<file path="src/rtl/sys_bridge_n.sv">
// CPU-to-peripheral bridge: slot-decoded, one transaction at a time, device-ack wait states, 2-flop IRQ sync.
// Optional abort of unacknowledged accesses when BRIDGE_TIMEOUT_EN is defined.
module sys_bridge_n #(
  parameter int          NDEV       = 6,
  parameter logic [15:0] BASE       = 16'h7F00,
  parameter int          SLOT_SHIFT = 4,
  parameter int          TIMEOUT    = 15,
  parameter logic [31:0] MISS_DATA  = 32'h80000000
) (
  input  logic                    clk,
  input  logic                    reset,
  input  logic                    PrReq,
  input  logic [31:0]             PrAddr,
  input  logic [31:0]             PrWD,
  input  logic                    PrWE,
  output logic [31:0]             PrRD,
  output logic                    PrReady,
  output logic                    PrErr,
  output logic [NDEV-1:0]         HWInt,
  output logic [NDEV-1:0]         DEVStb,
  output logic [NDEV-1:0]         DEVWE,
  output logic [SLOT_SHIFT-3:0]   DEVAddr,
  output logic [31:0]             DEVWD,
  input  logic [NDEV*32-1:0]      DEVRD,
  input  logic [NDEV-1:0]         DEVAck,
  input  logic [NDEV-1:0]         DEVInt
);

  localparam int IDXW = (NDEV > 1) ? $clog2(NDEV) : 1;

  typedef enum logic [1:0] {IDLE, ACCESS, RESP} state_t;

  state_t                  state_q, state_d;
  logic [IDXW-1:0]         idx_q, idx_d;
  logic                    we_q, we_d;
  logic [SLOT_SHIFT-3:0]   devaddr_q, devaddr_d;
  logic [31:0]             devwd_q, devwd_d;
  logic [31:0]             prrd_q, prrd_d;
  logic                    prerr_q, prerr_d;
  logic [NDEV-1:0]         sync1_q, sync1_d;
  logic [NDEV-1:0]         sync2_q, sync2_d;

  logic [15:0]             off;
  logic [15:0]             idx_full;
  logic                    hit;
  logic                    sel_ack;
  logic [31:0]             sel_rd;
  logic                    unused_ok;

`ifdef BRIDGE_TIMEOUT_EN
  localparam int CW = (TIMEOUT > 0) ? $clog2(TIMEOUT + 1) : 1;
  logic [CW-1:0]           cnt_q, cnt_d;
`endif

  // Word-aligned slot decode on the low half-word only.
  assign off       = PrAddr[15:0] - BASE;
  assign idx_full  = off >> SLOT_SHIFT;
  assign hit       = (PrAddr[15:0] >= BASE) && (idx_full < 16'(NDEV));
  assign sel_ack   = DEVAck[int'(idx_q)];
  assign sel_rd    = DEVRD[int'(idx_q)*32 +: 32];
  assign unused_ok = ^{PrAddr[31:16], PrAddr[1:0], off[1:0]};

  always_comb begin
    state_d   = state_q;
    idx_d     = idx_q;
    we_d      = we_q;
    devaddr_d = devaddr_q;
    devwd_d   = devwd_q;
    prrd_d    = prrd_q;
    prerr_d   = prerr_q;
    sync1_d   = DEVInt;
    sync2_d   = sync1_q;
`ifdef BRIDGE_TIMEOUT_EN
    cnt_d     = cnt_q;
`endif
    case (state_q)
      IDLE: begin
        if (PrReq) begin
          if (hit) begin
            idx_d     = idx_full[IDXW-1:0];
            we_d      = PrWE;
            devaddr_d = off[SLOT_SHIFT-1:2];
            devwd_d   = PrWD;
            state_d   = ACCESS;
`ifdef BRIDGE_TIMEOUT_EN
            cnt_d     = '0;
`endif
          end else begin
            prrd_d  = MISS_DATA;
            prerr_d = 1'b1;
            state_d = RESP;
          end
        end
      end
      ACCESS: begin
        // An ack in the expiry cycle still completes normally.
        if (sel_ack) begin
          prrd_d  = sel_rd;
          prerr_d = 1'b0;
          state_d = RESP;
        end
`ifdef BRIDGE_TIMEOUT_EN
        else if (cnt_q == CW'(TIMEOUT - 1)) begin
          prrd_d  = MISS_DATA;
          prerr_d = 1'b1;
          state_d = RESP;
        end else begin
          cnt_d = cnt_q + 1'b1;
        end
`endif
      end
      RESP:    state_d = IDLE;
      default: state_d = IDLE;
    endcase
  end

  always_ff @(posedge clk or posedge reset) begin
    if (reset) begin
      state_q   <= IDLE;
      idx_q     <= '0;
      we_q      <= 1'b0;
      devaddr_q <= '0;
      devwd_q   <= '0;
      prrd_q    <= '0;
      prerr_q   <= 1'b0;
      sync1_q   <= '0;
      sync2_q   <= '0;
`ifdef BRIDGE_TIMEOUT_EN
      cnt_q     <= '0;
`endif
    end else begin
      state_q   <= state_d;
      idx_q     <= idx_d;
      we_q      <= we_d;
      devaddr_q <= devaddr_d;
      devwd_q   <= devwd_d;
      prrd_q    <= prrd_d;
      prerr_q   <= prerr_d;
      sync1_q   <= sync1_d;
      sync2_q   <= sync2_d;
`ifdef BRIDGE_TIMEOUT_EN
      cnt_q     <= cnt_d;
`endif
    end
  end

  assign DEVStb  = (state_q == ACCESS) ? (NDEV'(1) << idx_q) : '0;
  assign DEVWE   = DEVStb & {NDEV{we_q}};
  assign DEVAddr = devaddr_q;
  assign DEVWD   = devwd_q;
  assign PrRD    = prrd_q;
  assign PrErr   = prerr_q;
  assign PrReady = (state_q == RESP);
  assign HWInt   = sync2_q;

endmodule

</file>
<file path="config.mk">
export PLATFORM = sky130hd
export DESIGN_NAME = sys_bridge_n
export DESIGN_NICKNAME = d
export VERILOG_FILES = /design/src/rtl/sys_bridge_n.sv
export SDC_FILE = /design/constraint.sdc
export NUM_CORES = 1
export LEC_CHECK = 0
export BUFFER_PORTS_ARGS = -buffer_cell sky130_fd_sc_hd__buf_2
export CAP_MARGIN = 20
export CORE_AREA = 2 2 138 140
export CTS_CLUSTER_SIZE = 16
export DETAILED_ROUTE_END_ITERATION = 8
export DIE_AREA = 0 0 140 142
export SYNTH_ARGS = -nofsm -noshare
export SYNTH_HDL_FRONTEND = slang
export SYNTH_SLANG_ARGS = --single-unit
</file>
<file path="constraint.sdc">
create_clock -name clk -period 5 [get_ports clk]
set_input_delay 0.25 -clock clk [delete_from_list [all_inputs] [get_ports clk]]
set_output_delay 0.25 -clock clk [all_outputs]
set_load 0.03 [all_outputs]
</file>
==> reports/metrics.csv <==
stage;metric;value;unit
global_routing;GR Overflow Total;0;
synthesis;top-area cell type share of the netlist area;45.63;%
finish;area grow syn2layout;48.20;%
finish;Final Instance Count excl. Fillers;896;
floorplanning;initial core utilization;25.26;%
finish;share of layout cells above drive strength 1;65.11;%
sta;setup tns final;0;ps
setup_path;Crit Path Max Fanout;44;
setup_path;crit path launch;idx_q[1]$_DFFE_PP0P_;
synthesis;Synth Area in XOR/XNOR;0;%
global_routing;antenna violations before repair;0;
synthesis;Post-synth ARST share;100.0;%
sta;final setup vio count;0;
floorplanning;Die Ht;142;um
sta;Final Critical Period;2979;ps
finish;n_diodes;0;
synthesis;Avg Inst Size Synth;14.34;um^2
synthesis;post-synthesis net count;597;
synthesis;main combinational cell family by area after synthesis;multiplexers;
sta;fin crit share;59.58;%
synthesis;synthesized area;4662;um^2
drt;vias per cell;4.663;
floorplanning;chip width;140;um
synthesis;cell count after synthesis;325;
sta;Max Freq;335.7;MHz
synthesis;synth warn;0;
power_and_ir_drop;VDD IR max;0.0002033;V
setup_path;Critical Path RT;4750;ps
clocking;Worst-Skew Late Latency;350;ps
global_routing;first-pass GRT wire length;23330;um
synthesis;most frequent cell after synthesis;dfrtp_1;
setup_path;slowest stage delay, CP;800;ps
setup_path;critical setup path kind;flop to output port;
setup_path;Cell Chain, Critical Path;nor2b_1 > buf_4 > and3_1 > and2_1 > buf_2;
run;MaxCap Viol Count;0;
placement;IO Port Bufs;339;
setup_path;slowest CP cell;dfrtp_2;
drt;residual DRC count;25;
clocking;# clock sinks;85;
synthesis;Seq/Total Area, Yosys;45.63;%
finish;fin nets;929;
setup_path;crit path launch type;flop;
floorplanning;# IOs;358;
drt;via count;4178;
floorplanning;Rows;50;
global_routing;largest net degree at the start of global routing;64;
placement;Final HPWL DP;12020;um
clocking;H-tree levels;3;
placement;Routability Congestion;0.7495;
global_routing;vias in the first global route;4245;
synthesis;Synth Area in Compound Gates;11.70;%
floorplanning;die area;19880;um^2
clocking;# resized after CTS;0;
drt;final wirelength;15660;um
synthesis;FF+latch count, synth;85;
setup_path;Data arrival, critical path;2730;ps
sta;slew margin rel.;27.04;%
clocking;CTS tree;done;
drt;Post-DRT Antenna Nets;0;
global_routing;GRT Util Overall;15.27;%
synthesis;Post-synth EDFFs;0;
synthesis;top post-synthesis cells by count;dfrtp_1, mux2_1, mux4_2, mux2i_1;
sta;Final Slew Violations;0;
clocking;CTS clock-pin slew for the worst setup and hold paths;70;ps
synthesis;Synth Area in Simple Gates;4.294;%
drt;WL/cell;17.47;um
sta;Clock Skew;7.607;ps
drt;DR pass1 iterations;9;
setup_path;worst r2r src;idx_q[0]$_DFFE_PP0P_;
run_status;status;complete, but fails checks;
setup_path;Crit. End Element;output port;
sta;RSZ-0062 raised after global routing;no;
floorplanning;placeable core region;18460;um^2
run_status;failing checks;design-rule violations;
clocking;TritonCTS Buffers;9;
synthesis;multiplexer share of the synthesized area;33.06;%
power_and_ir_drop;pwr/cell area;232.3;nW/um^2
synthesis;ys flop type;dfrtp_1;
min_path;Hold Crit Start;PrWD[8];
sta;Slew @ Worst Pin;1094;ps
power_and_ir_drop;Leak;3.621;nW
synthesis;Adder-Cell Fraction of Synth Area;0;%
clocking;CTS root buf;clkbuf_16;
synthesis;post-synthesis cell type count;41;
sta;Fin. Hold Viols;0;
placement;Cells after DPL;872;
synthesis;leading area contributor after synthesis;dfrtp_1;
drt;Starting DRT DRC Count;213;
clocking;clk buf depth;2;
synthesis;Area contributors post-synth;dfrtp_1, mux4_2, mux2_1;
min_path;worst hold path type;input port to flop;
-- cell usage in the layout, fill, tap and decap left out, drive strengths merged, types with 7 or more instances in the layout --
| master | Yosys | final |
|---|---|---|
| o2bb2ai | 17 | 17 |
| a22oi | 17 | 17 |
| dfrtp | 85 | 85 |
| mux2i | 19 | 19 |
| clkbuf | 6 | 9 |
| buf | 24 | 344 |
| dlygate4sd3 | 0 | 7 |
| mux2 | 56 | 56 |
| inv | 19 | 22 |
| a222oi | 14 | 14 |
| mux4 | 32 | 32 |
-- state kept, by name, indices dropped and copies added (netlist names) --
name     flops
DEVAddr      2
DEVWD       32
HWInt        6
PrErr        1
PrRD        32
idx_q        3
state_q      2
sync1_q      6
we_q         1
-- worst max-delay path: cells and delay by family (launching register included) --
kind,cells,cell delay [ps]
AND/OR/NAND/NOR,3,1090
buffers and inverters,2,480
flip-flops,1,800
-- area by class of cell --
type	instances	area [um^2]
Fill cell	1833	11550
Tap cell	234	292.8
Inverter	19	73.82
Multi-Input combinational cell	191	2293
Clock inverter	7	80.08
Sequential cell	85	2132
Clock buffer	9	225.2
Timing Repair Buffer	351	1812
-- cells by family (layout without fill, tap and decap cells) --
family	count (synthesis)	in the layout
compound gates	55	55
simple gates	29	29
buf+inv	49	386
flops	85	85
mux	107	107
-- through the flow --
| stage | util (%) | setup WS (ps) | hold slack, ps | power, mW | instance area [um^2] |
|---|---|---|---|---|---|
| 4_1_cts | 37.36 | 1969 | 92.85 | 1.640 | 6894 |
| 2_1_floorplan | - | 2557 | 281.4 | 0.8151 | 4662 |
| 6_report | 37.44 | 2021 | 113.4 | 1.605 | 6909 |
| 3_3_place_gp | 35.32 | 2086 | 329.4 | 0.9338 | 6519 |
| 5_1_grt | 37.44 | 1820 | 99.41 | 1.687 | 6909 |
| 3_5_place_dp | 35.32 | 2043 | 333.6 | 0.9378 | 6519 |
-- worst paths after layout --
| path | end | slack [ps] | cells past startpoint |
|---|---|---|---|
| min | DEVWD[8]$_DFFE_PP0P_ | 110 | 2 |
| min reg2reg | HWInt[2]$_DFF_PP0_ | 350 | 0 |
| max reg2reg | PrRD[4]$_DFFE_PP0P_ | 2140 | 5 |
| min in group asynchronous | DEVWD[6]$_DFFE_PP0P_ | 470 | 3 |
| max | DEVWE[5] | 2020 | 5 |
| max in group asynchronous | PrRD[0]$_DFFE_PP0P_ | 3510 | 4 |
-- timing repair --
item	in CTS	in global routing
hold endpoints to repair	44	0
endpoints found under the setup margin	0	0
hold buffers	7	0
buffers inserted	0	0
-- metal layers --
layer / GRT usage, % / wire length [um] / vias to the layer above
li1: - / - / 1939
met5: 0 / 0 / -
met2: 26.96 / 8095 / 202
met3: 4.475 / 1231 / 12
met1: 18.44 / 6169 / 2025
met4: 3.721 / 158 / 0
-- power breakdown --
part | switching [mW] | internal, mW | leakage [nW]
sequential | 0.0107 | 0.697 | 1.14
clock | 0.325 | 0.355 | 0.146
combinational | 0.0915 | 0.125 | 2.33
Power figures use the tool's default switching activity.
